## src/rtl/mem_clear_arbiter.sv

```systemverilog
// mem_clear_arbiter: zero-fill sequencer plus round-robin A/B port arbiter; optional readback check under `MEMCLR_VERIFY_EN
`timescale 1ns/1ps
module mem_clear_arbiter #(
    parameter int SIZE = 16,
    parameter int AW   = 4,
    parameter int DW   = 8
) (
    input  logic          clk,
    input  logic          rst,
    input  logic          clr_req,
    output logic          busy,
    output logic          done,
    input  logic          a_req,
    input  logic          a_we,
    input  logic [AW-1:0] a_addr,
    input  logic [DW-1:0] a_wdata,
    output logic          a_gnt,
    input  logic          b_req,
    input  logic          b_we,
    input  logic [AW-1:0] b_addr,
    input  logic [DW-1:0] b_wdata,
    output logic          b_gnt,
    output logic          mem_we,
    output logic [AW-1:0] mem_addr,
    output logic [DW-1:0] mem_wdata,
    input  logic [DW-1:0] mem_rdata,
    output logic          verify_err
);
    localparam int IW = AW + 1;
    localparam logic [IW-1:0] ONE  = IW'(1);
    localparam logic [IW-1:0] LAST = IW'(SIZE - 1);
`ifdef MEMCLR_VERIFY_EN
    localparam logic [IW-1:0] VEND = IW'(SIZE);
`endif
    typedef enum logic [1:0] {CLEAR = 2'd0, VERIFY = 2'd1, SERVE = 2'd2} state_t;
    state_t        r_state, w_state_nx;
    logic [IW-1:0] r_idx, w_idx_nx;
    logic          r_rr, w_rr_nx, r_err, w_err_nx, r_first, w_first_nx;
    logic          w_a_gnt, w_b_gnt, w_we;
    logic [AW-1:0] w_addr;
    logic [DW-1:0] w_wdata;
    // state, pass counter, round-robin pointer, sticky error and done flag
    always_ff @(posedge clk) begin
        if (rst) begin
            r_state <= CLEAR;
            r_idx   <= '0;
            r_rr    <= 1'b0;
            r_err   <= 1'b0;
            r_first <= 1'b0;
        end else begin
            r_state <= w_state_nx;
            r_idx   <= w_idx_nx;
            r_rr    <= w_rr_nx;
            r_err   <= w_err_nx;
            r_first <= w_first_nx;
        end
    end
    // next-state, arbitration and memory port mux
    always_comb begin
        w_state_nx = r_state;
        w_idx_nx   = r_idx;
        w_rr_nx    = r_rr;
        w_err_nx   = r_err;
        w_a_gnt    = 1'b0;
        w_b_gnt    = 1'b0;
        w_we       = 1'b0;
        w_addr     = '0;
        w_wdata    = '0;
        case (r_state)
            CLEAR: begin
                w_we     = 1'b1;
                w_addr   = r_idx[AW-1:0];
                w_idx_nx = r_idx + ONE;
                if (r_idx == LAST) begin
                    w_idx_nx = '0;
`ifdef MEMCLR_VERIFY_EN
                    w_state_nx = VERIFY;
`else
                    w_state_nx = SERVE;
`endif
                end
            end
`ifdef MEMCLR_VERIFY_EN
            VERIFY: begin
                w_addr   = (r_idx < VEND) ? r_idx[AW-1:0] : '0;
                w_idx_nx = r_idx + ONE;
                if (r_idx != '0 && mem_rdata != '0) w_err_nx = 1'b1;
                if (r_idx == VEND) begin
                    w_idx_nx   = '0;
                    w_state_nx = SERVE;
                end
            end
`endif
            SERVE: begin
                if (clr_req) begin
                    w_state_nx = CLEAR;
                    w_idx_nx   = '0;
                    w_err_nx   = 1'b0;
                end else begin
                    w_a_gnt = a_req & (~b_req | ~r_rr);
                    w_b_gnt = b_req & ~w_a_gnt;
                    if (w_a_gnt) begin
                        w_we    = a_we;
                        w_addr  = a_addr;
                        w_wdata = a_wdata;
                        w_rr_nx = 1'b1;
                    end else if (w_b_gnt) begin
                        w_we    = b_we;
                        w_addr  = b_addr;
                        w_wdata = b_wdata;
                        w_rr_nx = 1'b0;
                    end
                end
            end
            default: w_state_nx = CLEAR;
        endcase
        w_first_nx = (w_state_nx == SERVE) && (r_state != SERVE);
    end
    assign busy      = ~rst & (r_state != SERVE);
    assign done      = ~rst & r_first;
    assign a_gnt     = ~rst & w_a_gnt;
    assign b_gnt     = ~rst & w_b_gnt;
    assign mem_we    = ~rst & w_we;
    assign mem_addr  = rst ? '0 : w_addr;
    assign mem_wdata = rst ? '0 : w_wdata;
`ifdef MEMCLR_VERIFY_EN
    assign verify_err = ~rst & r_err;
`else
    logic w_unused;
    assign w_unused   = ^{mem_rdata, r_err};
    assign verify_err = 1'b0;
`endif
endmodule

```

## config.mk

```make
export PLATFORM = sky130hd
export DESIGN_NAME = mem_clear_arbiter
export DESIGN_NICKNAME = d
export VERILOG_FILES = /design/src/rtl/mem_clear_arbiter.sv
export SDC_FILE = /design/constraint.sdc
export NUM_CORES = 1
export LEC_CHECK = 0
export BUFFER_PORTS_ARGS = -buffer_cell sky130_fd_sc_hd__buf_2
export CAP_MARGIN = 25
export CORE_AREA = 5 5 54 56
export CTS_CLUSTER_SIZE = 40
export DETAILED_ROUTE_END_ITERATION = 10
export DIE_AREA = 0 0 59 61
export PLACE_DENSITY = 0.62
export SLEW_MARGIN = 20
export SYNTH_ARGS = -nofsm -noshare
export SYNTH_HDL_FRONTEND = slang
export SYNTH_SLANG_ARGS = --single-unit
```

## constraint.sdc

```tcl
create_clock -name clk -period 1.66 [get_ports clk]
set_input_delay 0.166 -clock clk [delete_from_list [all_inputs] [get_ports clk]]
set_output_delay 0.166 -clock clk [all_outputs]
set_load 0.005 [all_outputs]
```

After elaboration in Yosys (flattened, before gate mapping)
Index checks and enable logic that the tools add are counted.

word-level totals
  register bits = 9
  output and inout bits = 18

operators by class
  $add $sub $neg = 1
  reductions and logical operators = 6
  bitwise gates (word level) = 13
  multiplexer cells = 26
  eq/ne operators = 5

operator list
  kind                   number
  $mux W8                5
  $mux W4                4
  $mux W5                2
  $pmux W5 S2            1
  $mux W1                9
  $pmux W4 S2            1
  $and A1 B1 Y1          7
  $add A5 B1 Y5 const B  1
  $eq A5 B4 Y1 const B   1
  $not A1 Y1             5
  $eq A2 B2 Y1 const B   2
  $mux W2                2
  $ne A2 B2 Y1 const B   2
  $pmux W2 S2            1
  $reduce_bool A2 Y1     2
  $reduce_and A3 Y1      1
  $logic_not A2 Y1       1
  $pmux W1 S2            1
  $reduce_and A2 Y1      1
  $logic_and A1 B1 Y1    1
  $or A1 B1 Y1           1

Logic depth before layout (Yosys ltp)
Gate-level depths: netlist of the first run.

  word-level depth = 10
  depth in mapped cells = 4

Least setup slack after synthesis of the first run
No wires, ideal clock.

  kind = flip-flop to output port
  start point = reg r_state[1]
  end point = out mem_wdata[0]
  path slack = 0.481 ns
  cell stages (with the launch flop) = 5
  path buffers = 1
  arrival = 1.013 ns
  path through = dfxtp_1 nor3b_4 nand2b_2 buf_6 nor2_1

between the ends
  word-level cells in the longest chain between the ends = 3

ends and longest elaborated chain
  what                    line  source
  from (decl)             36    state_t r_state, w_state_nx;
  from (signal assigned)  51    r_state <= w_state_nx;
  $eq A2 B2 Y1            69    case (r_state)
  $mux W8                 69
  $mux W8                 125   assign mem_wdata = rst ? '0 : w_wdata;
  to (decl)               25    output logic [DW-1:0] mem_wdata,

Every way passes these cells.

Worst setup path in the final report of the first run
  start point = reg r_rr
  end point = out mem_we

between the ends
  word-level cells in the longest chain between the ends = 10

ends and longest elaborated chain
  what                    line  source
  from (decl)             38    logic r_rr, w_rr_nx, r_err, w_err_nx, r_first, w_first_nx;
  from (signal assigned)  53    r_rr <= w_rr_nx;
  $not A1 Y1 (*)          100   w_a_gnt = a_req & (~b_req | ~r_rr);
  $or A1 B1 Y1 (*)        100
  $and A1 B1 Y1 (*)       100
  $not A1 Y1              101   w_b_gnt = b_req & ~w_a_gnt;
  $and A1 B1 Y1           101
  $mux W1                 107   end else if (w_b_gnt) begin
  $mux W1 (*)             102   if (w_a_gnt) begin
  $mux W1 (*)             95    if (clr_req) begin
  $pmux W1 S2 (*)         69
  $and A1 B1 Y1 (*)       123   assign mem_we = ~rst & w_we;
  to (decl)               23    output logic mem_we,

Every way passes the cells marked *; elsewhere a longest branch is shown, timed or not.

==> impl_metrics.csv, run 1 <==
group,metric,value,unit
status,status,"completed",
critical_path,crit_arrival,1.41,ns
drt,via_count,875,
die,die_w,59,µm
global_routing,grt_usage,13.0,%
logic_synthesis,synth_area_leaders,"dfxtp_1 (27%), a32oi_1 (17%), o21ai_0 (5.2%)",
timing,drv_slew,0,
critical_path,max_stage_delay,0.35,ns
die,start_util,28.3,%
worst_hold_path,hp-class,"in2reg",
power,powerDensity,507,nW/µm²
drt,dr.pass1.iters,4,
timing,fin_skew,0.00668,ns
finish,n_antenna_cell,0,
timing,final.setup.tns,0,ns
critical_path,crit_fanout,9,
logic_synthesis,synth_cells,87,
clocking,cts_sinks,9,
finish,drive_above_1_share,47.8,%
timing,fmax,635,MHz
logic_synthesis,syn_area_per_cell,7.77,µm²
clocking,clk_latency,0.27,ns
run,maxCapViolCount,0,
drt,wire_per_inst,14.1,µm
timing,setup_viol,0,
global_routing,grt_pass1_wl,3.62,mm
global_routing,grt_overflow,0,
power,p_leak,0.468,nW
logic_synthesis,ys_types,33,
critical_path,path_cells,"a21boi_4 -> a32oi_1 -> o41ai_1 -> buf_2",
clocking,htree_levels,1,
drt,wirelength,2.37,mm
clocking,clock_path_buffers,2,
timing,fin_crit_sh,94.9,%
drt,final_antenna_net_count,0,
timing,grt_setup_unrepaired,"yes",
timing,layout_setup_ws,0.0846,ns
timing,timing.final.crit_period,1.58,ns
logic_synthesis,ys_warn_count,0,
power,ir_worst_vdd,0.462,mV
die,core_area,2390,µm²
clocking,clk_pin_slew,0.06,ns
die,die_h,61,µm
finish,stdcell_count,168,
critical_path,cp_data_required_time,1.49,ns
die,die-area,3600,µm²
clocking,cts_tree,"done",
critical_path,critPathTopFamily,"compound AO/OA/AOI/OAI gates",
critical_path,path_buf_inv,1,
timing,hold_viol,0,
clocking,cts_made_buffers,3,
critical_path,worst_path_max_delay_cell,"dfxtp_2",
critical_path,critical_path.startpoint_type,"register",
logic_synthesis,yosysSeqAreaShare,26.7,%
logic_synthesis,synth_most_common_cell,"a32oi_1",
logic_synthesis,synth_top_area_cell,"dfxtp_1",
logic_synthesis,synth_edf_count,0,
placement,dp.cells,162,
clocking,root_buffer,"clkbuf_4",
logic_synthesis,synthArstFlopShare,0,%
logic_synthesis,yosys.area.top_type_share,26.7,%
die,ios,57,
critical_path,worstSetupEndpointType,"output pin",
placement,place_ws,0.173,ns
finish,nets,179,
logic_synthesis,ys_ff_latch,9,
placement,portBuffers,47,
drt,via_per_inst,5.21,
critical_path,critPathKind,"reg2out",
drt,initialDrtViolationCount,114,
global_routing,grt_pass1_vias,803,
global_routing,grt_antenna_before_repair,0,
placement,gp_congestion,0.785,
logic_synthesis,syn_area,676,µm²
logic_synthesis,synthFlopType,"dfxtp_1",
logic_synthesis,ys_top_cells_by_count,"a32oi_1 (13), dfxtp_1 (9), nor2_1 (9)",
placement,hpwl,1.71,mm
die,fp-row-count,18,
finish,area_growth,51.7,%
drt,drc,0,
global_routing,grt_start_max_net_pins,16,
-- kinds of logic (layout without fill, tap and decap cells) --
logic type | Yosys count | in the layout | share of synthesized area [%]
AO/OA/AOI/OAI | 34 | 34 | 36.7
AND/OR/NAND/NOR | 33 | 34 | 27.0
flip-flops | 9 | 9 | 26.7
buffers and inverters | 9 | 58 | 7.22
adder cells (fa/ha/maj) | 1 | 1 | 1.85
other | 1 | 2 | 0.555
-- state kept, by name, summed over array words and instances (netlist names) --
register	count
r_first	1
r_rr	1
r_state	2
r_idx	5
-- timing repair --
item | CTS | global route
setup buffers | 1 | 0
cloned | 0 | 1
hold buffers | 0 | 0
pin swaps | 1 | 1
gates resized for setup | 5 | 8
setup endpoints to repair | 14 | 6
-- power breakdown --
group,internal (W),switching [W]
registers,0.000221,0.00000949
logic,0.0000591,0.0000575
clock network,0.0000928,0.0000793
-- path summary, 6_finish.rpt --
path / start / endpoint / slack [ns] / cells after the start
max reg2reg: r_state[0] / r_rr / 0.42 / 4
min reg2reg: r_rr / r_rr / 0.50 / 1
max: r_rr / mem_we / 0.08 / 4
min: rst / r_rr / 0.24 / 2
-- through the flow --
step                utilization [%]  cell area, µm²  power (W)  hold slack, ns
finish                         42.9            1020   0.000519           0.244
CTS                            41.7             996   0.000521           0.222
detailed placement             39.4             941   0.000341           0.489
global placement               39.4             941   0.000339           0.484
global route                   42.9            1020   0.000553           0.249
floorplan                         -             679   0.000286           0.371
-- metal layers --
metal | up-vias | track usage, % | share of wire [%]
met5 | - | 0 | 0
li1 | 437 | - | -
met2 | 51 | 17.2 | 37
met3 | 2 | 4.68 | 15
met4 | 0 | 4.85 | 0.25
met1 | 385 | 18.9 | 48
-- cells in the final DEF (no fill, tap or decap), types with 2 or more instances in the layout --
cell / count
a21oi_1: 4
a31oi_1: 2
a32oi_1: 13
buf_2: 47
buf_4: 5
clkbuf_4: 3
conb_1: 2
dfxtp_1: 7
inv_1: 2
nand2_1: 6
nand2b_4: 2
nand3_1: 2
nor2_1: 9
nor2b_1: 4
nor3_1: 2
nor3b_1: 2
o21ai_0: 4
o21ai_1: 3
-- layout make-up --
| class | count | area, µm² |
|---|---|---|
| fill | 258 | 1360 |
| sequential | 9 | 185 |
| inverter | 2 | 7.51 |
| clock buffer | 4 | 26.3 |
| tap | 30 | 37.5 |
| multi-input combinational | 71 | 495 |
| timing repair buffer | 52 | 273 |
(Power assumes the default switching activity.)
==> run 2: changes to the inputs <==
CELL_PAD_IN_SITES_DETAIL_PLACEMENT = 0   (was default)
CELL_PAD_IN_SITES_GLOBAL_PLACEMENT = 2   (was default)
CORE_AREA = 5 5 66 68   (was 5 5 54 56)
DIE_AREA = 0 0 71 73   (was 0 0 59 61)
PLACE_DENSITY = 0.79   (was 0.62)
==> run 2 against run 1 <==
Net effect:
- cell count up 11%
- setup slack gained 0.010 ns
- sequential share of layout area decreased by 0.37 points
==> impl_metrics.csv, run 2 (synthesis results as in run 1) <==
group,metric,value,unit
power,switchingPower,0.000148,W
placement,gp_congestion,0.792,
timing,fin_crit_sh,94.3,%
placement,hpwl,1.82,mm
clocking,root_buffer,"clkbuf_8",
drt,final_antenna_net_count,0,
status,status,"completed",
timing,hold_viol,0,
finish,num-fill-cells,419,
drt,via_count,864,
timing,hold_slack,0.268,ns
critical_path,path_cells,"buf_4 -> or3_1 -> o22ai_1 -> buf_2",
placement,dp.cells,181,
clocking,cts_hold_buf,0,
worst_hold_path,hp-class,"in2reg",
clocking,clk_pin_slew,0.05,ns
drt,drc,0,
power,p_int,0.000444,W
placement,portBuffers,47,
drt,wire_per_inst,12.2,µm
drt,wirelength,2.27,mm
critical_path,critical_path.startpoint_type,"register",
global_routing,grt_pass1_wl,3.74,mm
critical_path,crit_arrival,1.40,ns
power,p_leak,0.460,nW
power,powerDensity,578,nW/µm²
drt,initialDrtViolationCount,24,
placement,place_area,958,µm²
die,core_area,3800,µm²
clocking,cts_tree,"done",
die,die_w,71,µm
finish,area_growth,51.7,%
global_routing,grt_overflow,0,
global_routing,grt_usage,8.94,%
power,ir_worst_vdd,0.134,mV
clocking,cts_made_buffers,3,
timing,setup_viol,0,
timing,fmax,639,MHz
timing,fin_skew,0.00458,ns
die,ios,57,
die,fp-row-count,23,
finish,regArea,181,µm²
global_routing,grt_pass1_vias,830,
clocking,clock_path_buffers,2,
timing,timing.final.crit_period,1.57,ns
critical_path,path_buf_inv,2,
finish,final_cell_mix,"buf_2 (47), a32oi_1 (13), nor2_1 (9), dfxtp_1 (8), o21ai_0 (7)",
critical_path,cp_data_required_time,1.49,ns
timing,drv_slew,0,
power,power_frac_comb,18.0,%
drt,via_per_inst,4.65,
finish,largest_reg_flops,5,
critical_path,worst_path_max_delay_cell,"or3_1",
finish,fin_util,27.0,%
finish,final_common_cell,"buf_2",
finish,stdcell_count,186,
finish,drive_above_1_share,44.9,%
die,start_util,17.8,%
clocking,htree_levels,1,
finish,multi_input_area,463,µm²
clocking,clk_latency,0.23,ns
global_routing,grt_antenna_before_repair,0,
global_routing,grt_start_max_net_pins,17,
critical_path,crit_fanout,8,
timing,grt_setup_unrepaired,"no",
finish,n_antenna_cell,0,
critical_path,worstSetupEndpointType,"output pin",
finish,largest_register,"r_idx",
die,die-area,5180,µm²
finish,nets,177,
finish,biggestRegsByFlops,"r_idx x5, r_state x2",
die,die_h,73,µm
power,pwr-share-seq,39.2,%
timing,final.setup.tns,0,ns
power,netSwitchingFraction,25.1,%
finish,stdcell_area,1020,µm²
drt,dr.pass1.iters,4,
critical_path,critPathTopFamily,"simple AND/OR/NAND/NOR gates",
power,clkPwrFrac,42.8,%
critical_path,max_stage_delay,0.41,ns
clocking,cts_sinks,9,
critical_path,critPathKind,"reg2out",
run,maxCapViolCount,0,
==> run 2: changes by cell type in the layout (fill, tap and decap cells not counted), moves of 3 or more <==
cell and delta:
clkbuf_4 -3, clkbuf_8 +3, o21ai_0 +3, o21ai_1 -3
==> run 2: layout make-up <==
class / instances / share of cell area (%)
well taps: 50 / 6.11
repair buffers: 51 / 25.9
inverters: 2 / 0.733
clock buffers: 4 / 4.40
multi-input cells: 70 / 45.2
flip-flops and latches: 9 / 17.7
==> run 2: worst reg2reg max path: stages, from the launching register on <==
cell       delay (ns)
dfxtp_1          0.37
ha_1             0.22
nand3_1          0.16
o2111ai_1        0.22
a31oi_1          0.11
==> run 2: worst paths after layout <==
| check | from | end | slack (ns) | cells past startpoint |
|---|---|---|---|---|
| worst max-delay path | r_state[1] | mem_addr[0] | 0.09 | 4 |
| worst max register to register | r_idx[0] | r_idx[3] | 0.46 | 4 |
| worst min register to register | r_idx[4] | r_first | 0.51 | 1 |
| worst min-delay path | rst | r_idx[0] | 0.27 | 2 |
==> run 2: through the flow <==
step | setup WS, ns | total power [W]
6_report | 0.0947 | 0.000592
5_1_grt | 0.0195 | 0.000628
4_1_cts | 0.00394 | 0.000597
3_5_place_dp | 0.175 | 0.000340
3_3_place_gp | 0.193 | 0.000338
2_1_floorplan | 0.481 | 0.000286
==> run 2: power by group through the flow <==
stage | Clock (W) | Sequential (W) | Combinational [W]
2_1_floorplan | 0 | 0.000231 | 0.0000548
4_1_cts | 0.000259 | 0.000232 | 0.000106
5_1_grt | 0.000275 | 0.000233 | 0.000120
6_report | 0.000254 | 0.000232 | 0.000106
3_5_place_dp | 0 | 0.000235 | 0.000104
3_3_place_gp | 0 | 0.000236 | 0.000102
==> run 2: layer usage <==
| layer | part of all wire (%) | up-vias | GRT usage (%) |
|---|---|---|---|
| met1 | 41 | 383 | 9.81 |
| met3 | 12 | 5 | 3.58 |
| li1 | - | 433 | - |
| met5 | 0 | - | 0 |
| met2 | 44 | 43 | 15.0 |
| met4 | 1.9 | 0 | 4.38 |
==> run 2: what timing repair did <==
action | 4_1_cts | 5_1_grt
buffers inserted | 0 | 1
setup endpoints to repair | 6 | 14
pin swaps | 1 | 1
gates resized for setup | 1 | 3
